$ cat config.mk
export PLATFORM = sky130hd
export DESIGN_NAME = dense_layer
export DESIGN_NICKNAME = d
export VERILOG_FILES = /design/src/rtl/nn_pkg.sv /design/src/rtl/fxp_mac.sv /design/src/rtl/dense_layer.sv
export SDC_FILE = /design/constraint.sdc
export NUM_CORES = 2
export LEC_CHECK = 0
export CAP_MARGIN = 20
export CORE_AREA = 2 2 535 537
export CTS_CLUSTER_DIAMETER = 60
export DETAILED_ROUTE_END_ITERATION = 6
export DIE_AREA = 0 0 537 539
export REMOVE_ABC_BUFFERS = 1
export SYNTH_ARGS = -nofsm -noshare
export SYNTH_HDL_FRONTEND = slang
export SYNTH_SLANG_ARGS = --single-unit
$ cat constraint.sdc
create_clock -name clk -period 9.82 [get_ports clk]
set_clock_uncertainty 0.2 [all_clocks]
set_input_delay 1.964 -clock clk [delete_from_list [all_inputs] [get_ports clk]]
set_output_delay 1.964 -clock clk [all_outputs]
set_load 0.02 [all_outputs]
$ cat src/rtl/nn_pkg.sv
// rtl/nn_pkg.sv - shared types, defaults and saturation helper for the nn datapath stages
// Purpose: state encoding of the dense layer FSM, default fixed-point format
//          constants and a saturate-to-width helper reused by the softmax side.
// Ports:   none (package)
package nn_pkg;

   typedef enum logic [2:0] {
      IDLE,
      ACC_INIT,
      MAC,
      WRITE,
      DONE
   } state_t;

   localparam int DEF_WIDTH             = 16;
   localparam int DEF_FIXED_POINT_INDEX = 8;

   // Working width of the saturation helper; callers sign-extend into it and
   // truncate the result back down to their own word width.
   localparam int SAT_W = 64;

   // Clamp a signed value to the range of a signed word of 'width' bits.
   function automatic logic signed [SAT_W-1:0] saturate(
      input logic signed [SAT_W-1:0] value,
      input int                      width
   );
      logic signed [SAT_W-1:0] max_v;
      logic signed [SAT_W-1:0] min_v;
      max_v = (64'sd1 <<< (width - 1)) - 64'sd1;
      min_v = -(64'sd1 <<< (width - 1));
      if (value > max_v) begin
         return max_v;
      end else if (value < min_v) begin
         return min_v;
      end
      return value;
   endfunction

endpackage

$ cat src/rtl/fxp_mac.sv
// rtl/fxp_mac.sv - signed fixed-point multiply-accumulate unit
// Purpose: full-precision accumulator that can be preloaded with a bias
//          (aligned to the product's fraction position) and then accumulates
//          a*b once per enabled cycle.
// Ports:   clk     - clock
//          reset   - asynchronous active-low reset, clears acc
//          load    - preload acc with bias << FRAC (bias 0 acts as clear)
//          bias    - signed bias word
//          acc_en  - add a*b to acc this cycle
//          a, b    - signed operands
//          acc     - signed accumulator value
module fxp_mac
   import nn_pkg::*;
#(
   parameter int WIDTH = DEF_WIDTH,
   parameter int FRAC  = DEF_FIXED_POINT_INDEX,
   parameter int ACC_W = 2 * DEF_WIDTH + 7
) (
   input  logic                    clk,
   input  logic                    reset,
   input  logic                    load,
   input  logic [WIDTH-1:0]        bias,
   input  logic                    acc_en,
   input  logic [WIDTH-1:0]        a,
   input  logic [WIDTH-1:0]        b,
   output logic signed [ACC_W-1:0] acc
);

   logic signed [2*WIDTH-1:0] product;
   logic signed [ACC_W-1:0]   bias_ext;

   assign product  = $signed(a) * $signed(b);
   // Bias carries FRAC fraction bits while products carry 2*FRAC.
   assign bias_ext = ACC_W'($signed(bias)) <<< FRAC;

   always_ff @(posedge clk or negedge reset) begin
      if (!reset) begin
         acc <= '0;
      end else if (load) begin
         acc <= bias_ext;
      end else if (acc_en) begin
         acc <= acc + ACC_W'(product);
      end
   end

endmodule

$ cat src/rtl/dense_layer.sv
// rtl/dense_layer.sv - fully connected layer, one MAC, weights streamed from memory
// Purpose: computes output[j] = sat((bias[j] << F + sum_k in[k]*w[j*IN_DIM+k]) >>> F)
//          for all j, reading one weight per cycle from a 1-cycle-latency memory.
// Ports:   clk          - clock
//          reset        - asynchronous active-low reset
//          start        - begin one evaluation (ignored while busy)
//          input_data   - activation vector, captured on start
//          bias         - per-output bias, captured on start
//          weight_rd_en - weight memory read strobe
//          weight_addr  - weight address, row-major j*IN_DIM+k
//          weight_data  - weight returned one cycle after the address
//          output_data  - saturated logits, held until overwritten
//          busy         - evaluation in progress
//          done         - one-cycle completion pulse
module dense_layer
   import nn_pkg::*;
#(
   parameter int WIDTH             = DEF_WIDTH,
   parameter int FIXED_POINT_INDEX = DEF_FIXED_POINT_INDEX,
   parameter int IN_DIM            = 64,
   parameter int OUT_DIM           = 10,
   localparam int AW               = (IN_DIM * OUT_DIM > 1) ? $clog2(IN_DIM * OUT_DIM) : 1
) (
   input  logic                            clk,
   input  logic                            reset,
   input  logic                            start,
   input  logic [IN_DIM-1:0][WIDTH-1:0]    input_data,
   input  logic [OUT_DIM-1:0][WIDTH-1:0]   bias,
   output logic                            weight_rd_en,
   output logic [AW-1:0]                   weight_addr,
   input  logic [WIDTH-1:0]                weight_data,
   output logic [OUT_DIM-1:0][WIDTH-1:0]   output_data,
   output logic                            busy,
   output logic                            done
);

   localparam int KW    = (IN_DIM > 1) ? $clog2(IN_DIM) : 1;
   localparam int JW    = (OUT_DIM > 1) ? $clog2(OUT_DIM) : 1;
   // Room for IN_DIM full-precision products plus the shifted bias.
   localparam int ACC_W = 2 * WIDTH + $clog2(IN_DIM) + 1;

   localparam logic [KW-1:0] K_LAST = KW'(IN_DIM - 1);
   localparam logic [JW-1:0] J_LAST = JW'(OUT_DIM - 1);

   state_t state;
   state_t state_next;

   logic [KW-1:0]                 k;
   logic [JW-1:0]                 j;
   logic [IN_DIM-1:0][WIDTH-1:0]  in_reg;
   logic [OUT_DIM-1:0][WIDTH-1:0] bias_reg;
   logic [AW-1:0]                 row_base;
   logic                          mac_load;
   logic                          mac_en;
   logic signed [ACC_W-1:0]       acc;

   assign row_base = AW'(j) * AW'(IN_DIM);

   fxp_mac #(
      .WIDTH (WIDTH),
      .FRAC  (FIXED_POINT_INDEX),
      .ACC_W (ACC_W)
   ) u_mac (
      .clk    (clk),
      .reset  (reset),
      .load   (mac_load),
      .bias   (bias_reg[j]),
      .acc_en (mac_en),
      .a      (in_reg[k]),
      .b      (weight_data),
      .acc    (acc)
   );

   always_ff @(posedge clk or negedge reset) begin
      if (!reset) begin
         state <= IDLE;
      end else begin
         state <= state_next;
      end
   end

   always_comb begin
      state_next   = state;
      busy         = 1'b1;
      done         = 1'b0;
      weight_rd_en = 1'b0;
      weight_addr  = '0;
      mac_load     = 1'b0;
      mac_en       = 1'b0;
      case (state)
         IDLE: begin
            busy = 1'b0;
            if (start) begin
               state_next = ACC_INIT;
            end
         end
         ACC_INIT: begin
            mac_load     = 1'b1;
            weight_rd_en = 1'b1;
            weight_addr  = row_base;
            state_next   = MAC;
         end
         MAC: begin
            // weight_data here answers the address issued last cycle (index k);
            // prefetch k+1 so one product lands every cycle.
            mac_en = 1'b1;
            if (k == K_LAST) begin
               state_next = WRITE;
            end else begin
               weight_rd_en = 1'b1;
               weight_addr  = row_base + AW'(k) + AW'(1);
            end
         end
         WRITE: begin
            state_next = (j == J_LAST) ? DONE : ACC_INIT;
         end
         DONE: begin
            done       = 1'b1;
            state_next = IDLE;
         end
         default: begin
            state_next = IDLE;
         end
      endcase
   end

   always_ff @(posedge clk or negedge reset) begin
      if (!reset) begin
         j           <= '0;
         k           <= '0;
         in_reg      <= '0;
         bias_reg    <= '0;
         output_data <= '0;
      end else begin
         case (state)
            IDLE: begin
               if (start) begin
                  in_reg   <= input_data;
                  bias_reg <= bias;
                  j        <= '0;
               end
            end
            ACC_INIT: begin
               k <= '0;
            end
            MAC: begin
               if (k != K_LAST) begin
                  k <= k + KW'(1);
               end
            end
            WRITE: begin
               // Arithmetic shift floors toward minus infinity before clamping.
               output_data[j] <= WIDTH'(saturate(64'(acc >>> FIXED_POINT_INDEX), WIDTH));
               if (j != J_LAST) begin
                  j <= j + JW'(1);
               end
            end
            default: begin
            end
         endcase
      end
   end

endmodule
==> metrics <==
result of the run finished, final reports clean; final setup fails 0; final-layout setup total negative slack 0 ps; first-iteration detailed-routing DRC count 4674; number of distinct library cells after synthesis 70; Required @ worst endpoint 10310 ps; num ports 1376; RSZ-0062 raised after global routing no; Netlist Area Pre-Place 73600 µm²; most common cell in the synthesized netlist nand2_1; standard cell core area 284000 µm²; fraction of the yosys area taken by sequential cells 0.475; setup slack after placement 314 ps; combined global-route utilization of all metal layers 0.198; Tightest Pin Transition 1200 ps; remaining antenna violation count after routing 0; number of remaining DRC errors 0; asr flop ratio synth 1.00; Crit Path Class flop to flop; Routability Congestion 0.878; clock slew at reported path FFs 60 ps; area grow syn2layout 33.0%; area fraction of the dominant cell type after synthesis 0.475; Hold Buf Count CTS 0; f_max 107 MHz; DR pass1 iterations 7; drt via density 4.56; first-pass GRT wire length 423000 µm; # Max-Cap Violations 0; effective utilization at floorplan 0.259; arrival time worst endpoint 9790 ps; clock latency on the worst-skew pair 840 ps; WL per Instance 22.4 µm; top cell types by occurrence after synthesis nand2_1, dfrtp_1, inv_1; crit share post-route 0.948; count of H-tree levels built during CTS 4; Final HPWL DP 220000 µm; mean post-synth cell area 9.45 µm²; number of flip-flops under the largest register name 1024; initial antenna violation count 80; CP Launch Type flop; number of enable-type register cells in the synthesized netlist 0; CTS max path bufs 4; die boundary width 537 µm; number of global-route vias before repair 61500; TritonCTS clock tree built; total vias in the final route 59300; num rows 196; Max Fanout on Critical Path 36; final core utilization 0.345; cell at the root of the clock tree clkbuf_16; fraction of final layout cells sized beyond drive strength 1 0.0921; dominant synthesized flop cell dfrtp_1; main area contributors after synthesis dfrtp_1, nand2_1, mux4_2, fa_1, ha_1; final hold viol count 0; Warnings, synthesis 0; die footprint 289000 µm²; number of nets at the end of the flow 10700; cell type contributing the most total cell area after synthesis dfrtp_1; number of storage elements in the synthesis netlist 1396; headroom to the max-slew limit 0.202; Hold WC Path Type flop to flop; Num CTS Buffers 179; gr ovfl total 0; number of sinks on the clock net 1396; number of pins exceeding their max-slew limit in the final report 0; final critical-path required period 9310 ps; die boundary height 539 µm; post-synthesis cell count 7788; total length of routed wires 292000 µm; largest net degree at the start of global routing 217; number of buffers inserted by port buffering 1375; worst path setup slack after routing 513 ps; nature of the critical path endpoint flop
[layout make-up]
| class | count | area, µm² |
|---|---|---|
| sequential | 1396 | 35000 |
| fill | 29200 | 186000 |
| tap | 3762 | 4710 |
| timing repair buffer | 1542 | 15400 |
| antenna | 46 | 115 |
| inverter | 406 | 1530 |
| clock inverter | 79 | 907 |
| clock buffer | 238 | 5020 |
| multi-input combinational | 5536 | 35200 |
[layer usage]
layer,share of wire,global-route usage,up-vias
met5,0.00086,0,-
met4,0.035,0.0731,38
met3,0.061,0.0357,463
met2,0.48,0.327,1985
met1,0.42,0.258,29400
li1,-,-,27400
[critical path: stages (launching register included)]
cell,delay [ps]
dfrtp_4,580
buf_4,180
buf_12,250
mux4_2,540
mux4_2,490
a211oi_1,470
a31o_2,530
inv_2,180
nand2_1,140
fa_1,390
inv_1,100
fa_1,450
fa_1,580
fa_1,440
fa_1,500
inv_1,50
fa_1,470
inv_1,40
ha_1,350
a21oi_1,220
nor2_1,80
o41a_1,400
or3_1,370
o211ai_1,260
a21oi_1,180
a2111oi_0,480
nor3_1,100
[final timing paths]
path	startpoint	endpoint	slack, ps	cells after the start
max	k[0]	u_mac.acc[35]	510	26
min	in_reg[756]	in_reg[756]	270	2
max reg2reg	k[0]	u_mac.acc[35]	510	26
min reg2reg	in_reg[756]	in_reg[756]	270	2
max in group asynchronous	reset	in_reg[881]	6260	3
min in group asynchronous	reset	in_reg[950]	960	1
[cells by family after synthesis]
group,share of synthesized area
flip-flops,0.475
AND/OR/NAND/NOR,0.217
multiplexers,0.108
AO/OA/AOI/OAI,0.0397
XOR/XNOR,0.00512
buffers and inverters,0.0472
adder cells (fa/ha/maj),0.109
[layout by cell type (no fill, tap or decap), drive strengths merged, types with 8 or more instances in the layout]
master,n
o211ai,10
dfrtp,1396
o21ai,181
fa,326
xnor2,28
a21o,19
a21boi,16
clkinv,47
a211oi,26
diode,46
or2,30
o21a,8
xor2,15
mux4,302
clkbuf,238
a21oi,82
mux2,23
nand2b,9
a31oi,18
nand3,14
and2,27
bufinv,9
ha,118
nand2,3847
nor4,8
buf,168
nand4,13
o221ai,37
inv,422
o22ai,20
nor3,9
a22o,12
nor2,194
clkdlybuf4s50,1374
mux2i,84
[stage by stage]
step / instance area, µm² / instances / hold WS [ps]
floorplan: 71600 / 7338 / 237
global placement: 91800 / 12600 / 250
detailed placement: 91800 / 12600 / 257
CTS: 97700 / 13000 / 271
global route: 97900 / 13000 / 278
finish: 97900 / 13000 / 266
[what timing repair did]
action | 4_1_cts | 5_1_grt
setup buffers | 0 | 3
endpoints found under the setup margin | 0 | 8
gates resized for setup | 0 | 1
hold endpoints to repair | 0 | 0
Power is left out: the tool's default activity adds up to more than one toggle a clock period on the data nets, which glitch-free logic cannot reach.
